<file path="src/rtl/mem_arb_pkg.sv">
// mem_arb_pkg: shared FSM states, AXI response codes and default widths for mem_read_arbiter
package mem_arb_pkg;
  localparam int ADDR_W_DEF = 13;
  localparam int DATA_W_DEF = 32;
  localparam logic [1:0] RESP_OKAY = 2'b00;
  localparam logic [1:0] RESP_SLVERR = 2'b10;
  typedef enum logic [2:0] {ARB, ACCEPT, ADDR, DATA, RESP} state_t;
endpackage

</file>
<file path="src/rtl/rr_arb2.sv">
// rr_arb2: two-way round-robin pick.
//   req     - request lines of requesters 0 and 1
//   last    - index of the requester served most recently
//   grant   - index of the winner (meaningful only when any_req)
//   any_req - at least one request is present
module rr_arb2 (
  input  logic [1:0] req,
  input  logic       last,
  output logic       grant,
  output logic       any_req
);
  // On contention the requester that was not served last wins; otherwise the lone requester.
  assign grant = (&req) ? ~last : req[1];
  assign any_req = |req;
endmodule

</file>
<file path="src/rtl/mem_read_arbiter.sv">
// mem_read_arbiter: shares one AXI4-Lite read port between two requesters, one transaction at a time.
//   clk, rstn                                   - clock, async active-low reset
//   s_araddr/s_arvalid/s_arready                - per-requester read address channel
//   s_rdata/s_rresp (shared), s_rvalid/s_rready - per-requester read data channel
//   m_araddr/m_arvalid/m_arready                - memory read address channel
//   m_rdata/m_rresp/m_rvalid/m_rready           - memory read data channel
//   busy                                        - a transaction is in progress
module mem_read_arbiter
  import mem_arb_pkg::*;
#(
  parameter int ADDR_W = ADDR_W_DEF,
  parameter int DATA_W = DATA_W_DEF
) (
  input  logic                clk,
  input  logic                rstn,
  input  logic [2*ADDR_W-1:0] s_araddr,
  input  logic [1:0]          s_arvalid,
  output logic [1:0]          s_arready,
  output logic [DATA_W-1:0]   s_rdata,
  output logic [1:0]          s_rresp,
  output logic [1:0]          s_rvalid,
  input  logic [1:0]          s_rready,
  output logic [ADDR_W-1:0]   m_araddr,
  output logic                m_arvalid,
  input  logic                m_arready,
  input  logic [DATA_W-1:0]   m_rdata,
  input  logic [1:0]          m_rresp,
  input  logic                m_rvalid,
  output logic                m_rready,
  output logic                busy
);
  state_t state_q, state_d;
  logic g_q, last_q, grant, any_req;
  logic [ADDR_W-1:0] addr_q;
  logic [DATA_W-1:0] rdata_q;
  logic [1:0] rresp_q, g_oh;
  rr_arb2 u_arb (
    .req(s_arvalid),
    .last(last_q),
    .grant(grant),
    .any_req(any_req)
  );
  assign g_oh = g_q ? 2'b10 : 2'b01;
  always_ff @(posedge clk or negedge rstn) begin
    if (!rstn) state_q <= ARB;
    else state_q <= state_d;
  end
  // Outputs depend only on registered state and data, never on inputs directly.
  always_comb begin
    state_d = state_q;
    case (state_q)
      ARB:     state_d = any_req ? ACCEPT : ARB;
      ACCEPT:  state_d = ADDR;
      ADDR:    state_d = m_arready ? DATA : ADDR;
      DATA:    state_d = m_rvalid ? RESP : DATA;
      RESP:    state_d = s_rready[g_q] ? ARB : RESP;
      default: state_d = ARB;
    endcase
    s_arready = (state_q == ACCEPT) ? g_oh : 2'b00;
    s_rvalid = (state_q == RESP) ? g_oh : 2'b00;
    m_arvalid = state_q == ADDR;
    m_rready = state_q == DATA;
    busy = state_q != ARB;
    m_araddr = addr_q;
    s_rdata = rdata_q;
    s_rresp = rresp_q;
  end
  // last_q resets to 1 so requester 0 wins the first contention.
  always_ff @(posedge clk or negedge rstn) begin
    if (!rstn) begin
      g_q <= 1'b0;
      last_q <= 1'b1;
      addr_q <= '0;
      rdata_q <= '0;
      rresp_q <= RESP_OKAY;
    end else begin
      if (state_q == ARB && any_req) begin
        g_q <= grant;
        addr_q <= grant ? s_araddr[2*ADDR_W-1:ADDR_W] : s_araddr[ADDR_W-1:0];
      end
      if (state_q == DATA && m_rvalid) begin
        rdata_q <= m_rdata;
        rresp_q <= m_rresp;
      end
      if (state_q == RESP && s_rready[g_q]) last_q <= g_q;
    end
  end
endmodule

</file>
<file path="config.mk">
export PLATFORM = sky130hd
export DESIGN_NAME = mem_read_arbiter
export DESIGN_NICKNAME = d
export VERILOG_FILES = /design/src/rtl/mem_arb_pkg.sv /design/src/rtl/rr_arb2.sv /design/src/rtl/mem_read_arbiter.sv
export SDC_FILE = /design/constraint.sdc
export NUM_CORES = 1
export LEC_CHECK = 0
export ABC_AREA = 1
export ABC_CLOCK_PERIOD_IN_PS = 1300
export BUFFER_PORTS_ARGS = -buffer_cell sky130_fd_sc_hd__buf_2
export CAP_MARGIN = 20
export CORE_MARGIN = 5
export CORE_UTILIZATION = 35
export DETAILED_ROUTE_END_ITERATION = 8
export PLACE_DENSITY = 0.65
export SLEW_MARGIN = 15
export SYNTH_ARGS = -nofsm -noshare
export SYNTH_HDL_FRONTEND = slang
export SYNTH_SLANG_ARGS = --single-unit
</file>
<file path="constraint.sdc">
create_clock -name clk -period 1.3 [get_ports clk]
set_input_delay 0.13 -clock clk [delete_from_list [all_inputs] [get_ports clk]]
set_output_delay 0.13 -clock clk [all_outputs]
set_load 0.01 [all_outputs]
</file>
Word level (Yosys, flattened, before mapping)
Cells that the tools add are included. Widths: inputs -> output; s select.

Register bits: 52. Latch bits: 0. Memory bits (writable): 0. Bits in read-only memories: 0. Input bits: 68. Logic and storage cells: 31. Memories kept: 0.

$add $sub $neg: 0. $mul: 0. Divide/modulo/power cells: 0. $lt $le $gt $ge: 1. Equality and inequality tests: 4. Shift-type cells: 0. Multiplexer cells: 12. Bitwise gates (word level): 1. Reduce and logical (&&, ||, !) cells: 7.

Operator list (number): $pmux 3 s5 (1); $mux 13 (1); $eq 3x2->1 const B (2); $mux 2 (3); $mux 3 (2); $mux 1 (5); $eq 3x1->1 const B (1); $eq 3x3->1 const B (1); $logic_and 1x1->1 (3); $logic_not 3->1 (1); $reduce_bool 3->1 (1); $lt 1x2->1 const B (1); $reduce_and 2->1 (1); $reduce_or 2->1 (1); $not 1->1 (1).

Logic depth before layout (Yosys ltp)
Depth in word-level cells: 4. Gate-level depth with buffers: 7.

By module
A second synthesis with hierarchy kept.

Cells, all modules: 282. Area total of the unflattened synthesis: 2260.9 um^2.

Modules (own cells, without submodules): mem_read_arbiter (times used 1, cells an instance 279, area an instance 2245.9 um^2); rr_arb2 (times used 1, cells an instance 3, area an instance 15.0 um^2).

Worst setup path before layout
Ideal clock, no wire load.

Kind: reg2reg. Start: register last_q. End: register addr_q[10], in the netlist m_araddr[10]. Setup time: 0.065 ns. Data arrival time: 1.093 ns. Required time: 1.235 ns. Path slack: 0.142 ns. Cell stages (with the launch flop): 8. Buffers on the path: 1. Clock period less this slack: 1.158 ns. Path through: dfstp_2 > nand2_1 > nand2_1 > buf_2 > nand2_1 > nand2_1 > nand2_1 > nand2_1.

Word-level cells in the longest chain between the ends: 3.

RTL lines: start, declared (RTL line mem_read_arbiter.sv:33) `logic g_q, last_q, grant, any_req;`; start signal, assigned (RTL line mem_read_arbiter.sv:85) `if (state_q == RESP && s_rready[g_q]) last_q <= g_q;`; $not 1->1 (RTL line rr_arb2.sv:13) `assign grant = (&req) ? ~last : req[1];`; $mux 1 (RTL line rr_arb2.sv:13); $mux 13 (RTL line mem_read_arbiter.sv:79) `addr_q <= grant ? s_araddr[2*ADDR_W-1:ADDR_W] : s_araddr[ADDR_W-1:0];`; end signal, assigned (RTL line mem_read_arbiter.sv:79); end, declared (RTL line mem_read_arbiter.sv:34) `logic [ADDR_W-1:0] addr_q;`.

Every way passes these cells. A chain may end at the register's enable or synchronous reset.

Final worst setup path
Start: register state_q[2]. End: register last_q.

Word-level cells in the longest chain between the ends: 2.

RTL lines: start, declared (RTL line mem_read_arbiter.sv:32) `state_t state_q, state_d;`; start signal, assigned (RTL line mem_read_arbiter.sv:46) `else state_q <= state_d;`; $eq 3x3->1 (RTL line mem_read_arbiter.sv:85); $logic_and 1x1->1 (RTL line mem_read_arbiter.sv:85).

Every way passes these cells.

==> run summary <==
outcome -> finished with violations
row count -> 29
P&R area growth vs syn -> 54.25%
area share of the largest cell type after synthesis -> 0.5664
R2R depth -> 9
Max stage delay on crit path -> 460 ps
Synth Net Count -> 351
net count reported at finish -> 498
initial DRC count -> 91
Routed WL -> 6600 µm
setup slack at placement -> 62.64 ps
vias -> 2,282
Tcrit/Tclk final -> 1.058
drt first pass iters -> 4
Die Wd -> 90.24 µm
antenna violations before repair -> 0
CP Cell Sequence -> buf_4, nand2_4, nor2_4, buf_4, buf_4, buf_4, buf_4, nand2_1, nand2_1
yosys warns -> 0
area leader, netlist -> dfrtp_1
Final WS setup -> -74.94 ps
Clock Latency Late Sink -> 300 ps
top cells by count, synth -> 183 x nand2_1, 51 x dfrtp_1, 16 x nand3_1
die footprint -> 8143 µm²
Final Slew Violations -> 0
Worst Hold Depth -> 3
TritonCTS clock tree -> built
Sink Count -> 52
starting density of the core -> 0.3569
Ports -> 122
Worst setup SP type -> register
leakage power -> 2.069 nW
GRT overflow -> 0
layout cells sized above 1 -> 0.4385
Core Region -> 6314 µm²
final hold vios -> 0
PD cells -> 2110 nW/µm²
htree depth -> 2
clock-pin slew on the worst setup and hold paths -> 100 ps
drt wl/cell -> 12.99 µm
n_diodes -> 0
RSZ-0062 raised after global routing -> true
CP endpoint kind -> register
Crit path arrival time -> 1620 ps
first-pass GRT wire length -> 10,490 µm
Slew HR -> 0.8095
number of global-route vias before repair -> 2,282
Worst Hold Class -> in2reg
Unique masters post-synth -> 16
main flop type after synthesis -> dfrtp_1
Routed Antenna Nets -> 0
most used cell along the critical path -> buf_4
routed vias/inst -> 4.492
VDD IR max -> 1.222 mV
Setup Skew -> 5.013 ps
part of the Yosys area used for sequential elements -> 0.5780
DRC viols -> 0
Worst Max-Slew Pin Slew -> 285.7 ps
RePlAce Congestion -> 0.7748
Root Buffer -> clkbuf_8
violated checks -> negative setup slack
Max-cap violations -> 0
total CTS buffers -> 5
slowest CP cell -> dfrtp_2
DIE HEIGHT -> 90.24 µm
Crit Path Category -> reg2reg
#FFs+latches synth -> 52
hpwl dp -> 4497 µm
final setup violating endpoints -> 13
Peak Freq -> 0.7273 GHz
Mapped Area -> 2253 µm²
worst-path maximum fanout -> 4
number of synthesized flops with an enable pin -> 0
# placed instances -> 480
Layout Cells excl Fill -> 508
fin crit period -> 1375 ps
Gate Count Post-Synth -> 283
count leader, synth -> nand2_1
GRT Total Usage -> 0.1542
CP required -> 1550 ps
largest net degree at the start of global routing -> 53
IO Port Bufs -> 121
syn_area_per_cell -> 7.963 µm²
Area contributors post-synth -> dfrtp_1 57%, nand2_1 30%, nand3_1 3.6%
maximum clock path buffer count -> 2
Synth async-reset ratio -> 1.000
logic make-up (layout without fill, tap and decap cells):
kind of cell / count (synthesis) / in the layout / synth area share
flops: 52 / 52 / 0.5780
compound gates: 2 / 2 / 0.004442
simple gates: 209 / 209 / 0.3681
buf+inv: 20 / 168 / 0.04941
area by class of cell:
type	count	area, µm²
clock inverters	2	15.01
well taps	77	96.34
fillers	619	2838
repair buffers	151	988.4
clock buffers	6	82.58
inverters	9	43.79
multi-input cells	211	943.4
flip-flops and latches	52	1306
timing repair:
item                                    in CTS  in global routing
hold buffers                                 1                  0
endpoints found under the hold margin       51                  0
buffers inserted                            11                  3
endpoints found under the setup margin       6                 56
gates resized for setup                      9                 41
cloned                                       0                  5
pin swaps                                    4                  7
final timing paths:
check	startpoint	to	slack, ps
max	state_q[2]$_DFF_PN0_	last_q$_DFFE_PN1P_	-70
min	m_rdata[20]	s_rdata[20]$_DFFE_PN0P_	10
max reg2reg	state_q[2]$_DFF_PN0_	last_q$_DFFE_PN1P_	-70
min reg2reg	m_araddr[0]$_DFFE_PN0P_	m_araddr[0]$_DFFE_PN0P_	480
max in group asynchronous	rstn	last_q$_DFFE_PN1P_	670
min in group asynchronous	rstn	s_rdata[19]$_DFFE_PN0P_	350
sequential cells by signal, indices dropped and copies added (netlist names):
register,cells
g_q,1
last_q,1
state_q,3
m_araddr,13
s_rresp,2
s_rdata,32
report_power, final:
| group | internal (mW) | leakage [nW] | total (mW) | switching [mW] |
|---|---|---|---|---|
| Sequential | 2.36 | 0.649 | 2.82 | 0.457 |
| Clock | 0.432 | 0.0434 | 0.970 | 0.538 |
| Combinational | 1.65 | 1.38 | 3.55 | 1.90 |
| Total | 4.44 | 2.07 | 7.33 | 2.90 |
worst max-delay path: cells and delay by family, from the launching register on:
kind	cells	cell delay, ps
and+or+nand+nor	4	220
DFF	1	460
buffers and inverters	5	640
stage by stage:
| step | power [mW] | area (µm²) | TNS (ps) | util | hold WS [ps] |
|---|---|---|---|---|---|
| 3_5_place_dp | 5.702 | 3004 | 0 | 0.4758 | 146.6 |
| 3_3_place_gp | 5.630 | 3004 | 0 | 0.4758 | 143.4 |
| 5_1_grt | 7.924 | 3476 | -3100 | 0.5505 | 0.6538 |
| 4_1_cts | 6.910 | 3226 | -320.4 | 0.5109 | 1.758 |
| 6_report | 7.334 | 3476 | -375.3 | 0.5505 | 10.04 |
| 2_1_floorplan | 4.370 | 2253 | 0 | - | -165.6 |
layout by cell type (no fill, tap or decap):
cell type / n
dfstp_2: 1
clkinvlp_4: 2
buf_12: 6
buf_2: 119
clkbuf_16: 3
nand3_1: 14
buf_6: 6
inv_2: 1
nor2_1: 1
nand2_1: 169
nand2_4: 4
nand3b_1: 1
dfrtp_1: 48
inv_1: 6
buf_4: 16
nor3_4: 1
nand2_2: 11
nor2_2: 3
inv_4: 1
inv_8: 1
clkbuf_8: 6
o21ai_0: 2
dfrtp_2: 3
nor2_4: 3
nand3_4: 2
dlygate4sd3_1: 1
per-layer routing:
metal	track usage	vias to the layer above	share of wire
li1	-	1156	-
met1	0.1802	1043	0.40
met2	0.2683	73	0.51
met4	0.05087	0	0.016
met3	0.04674	10	0.069
met5	0	-	0
Power figures use the tool's default switching activity.
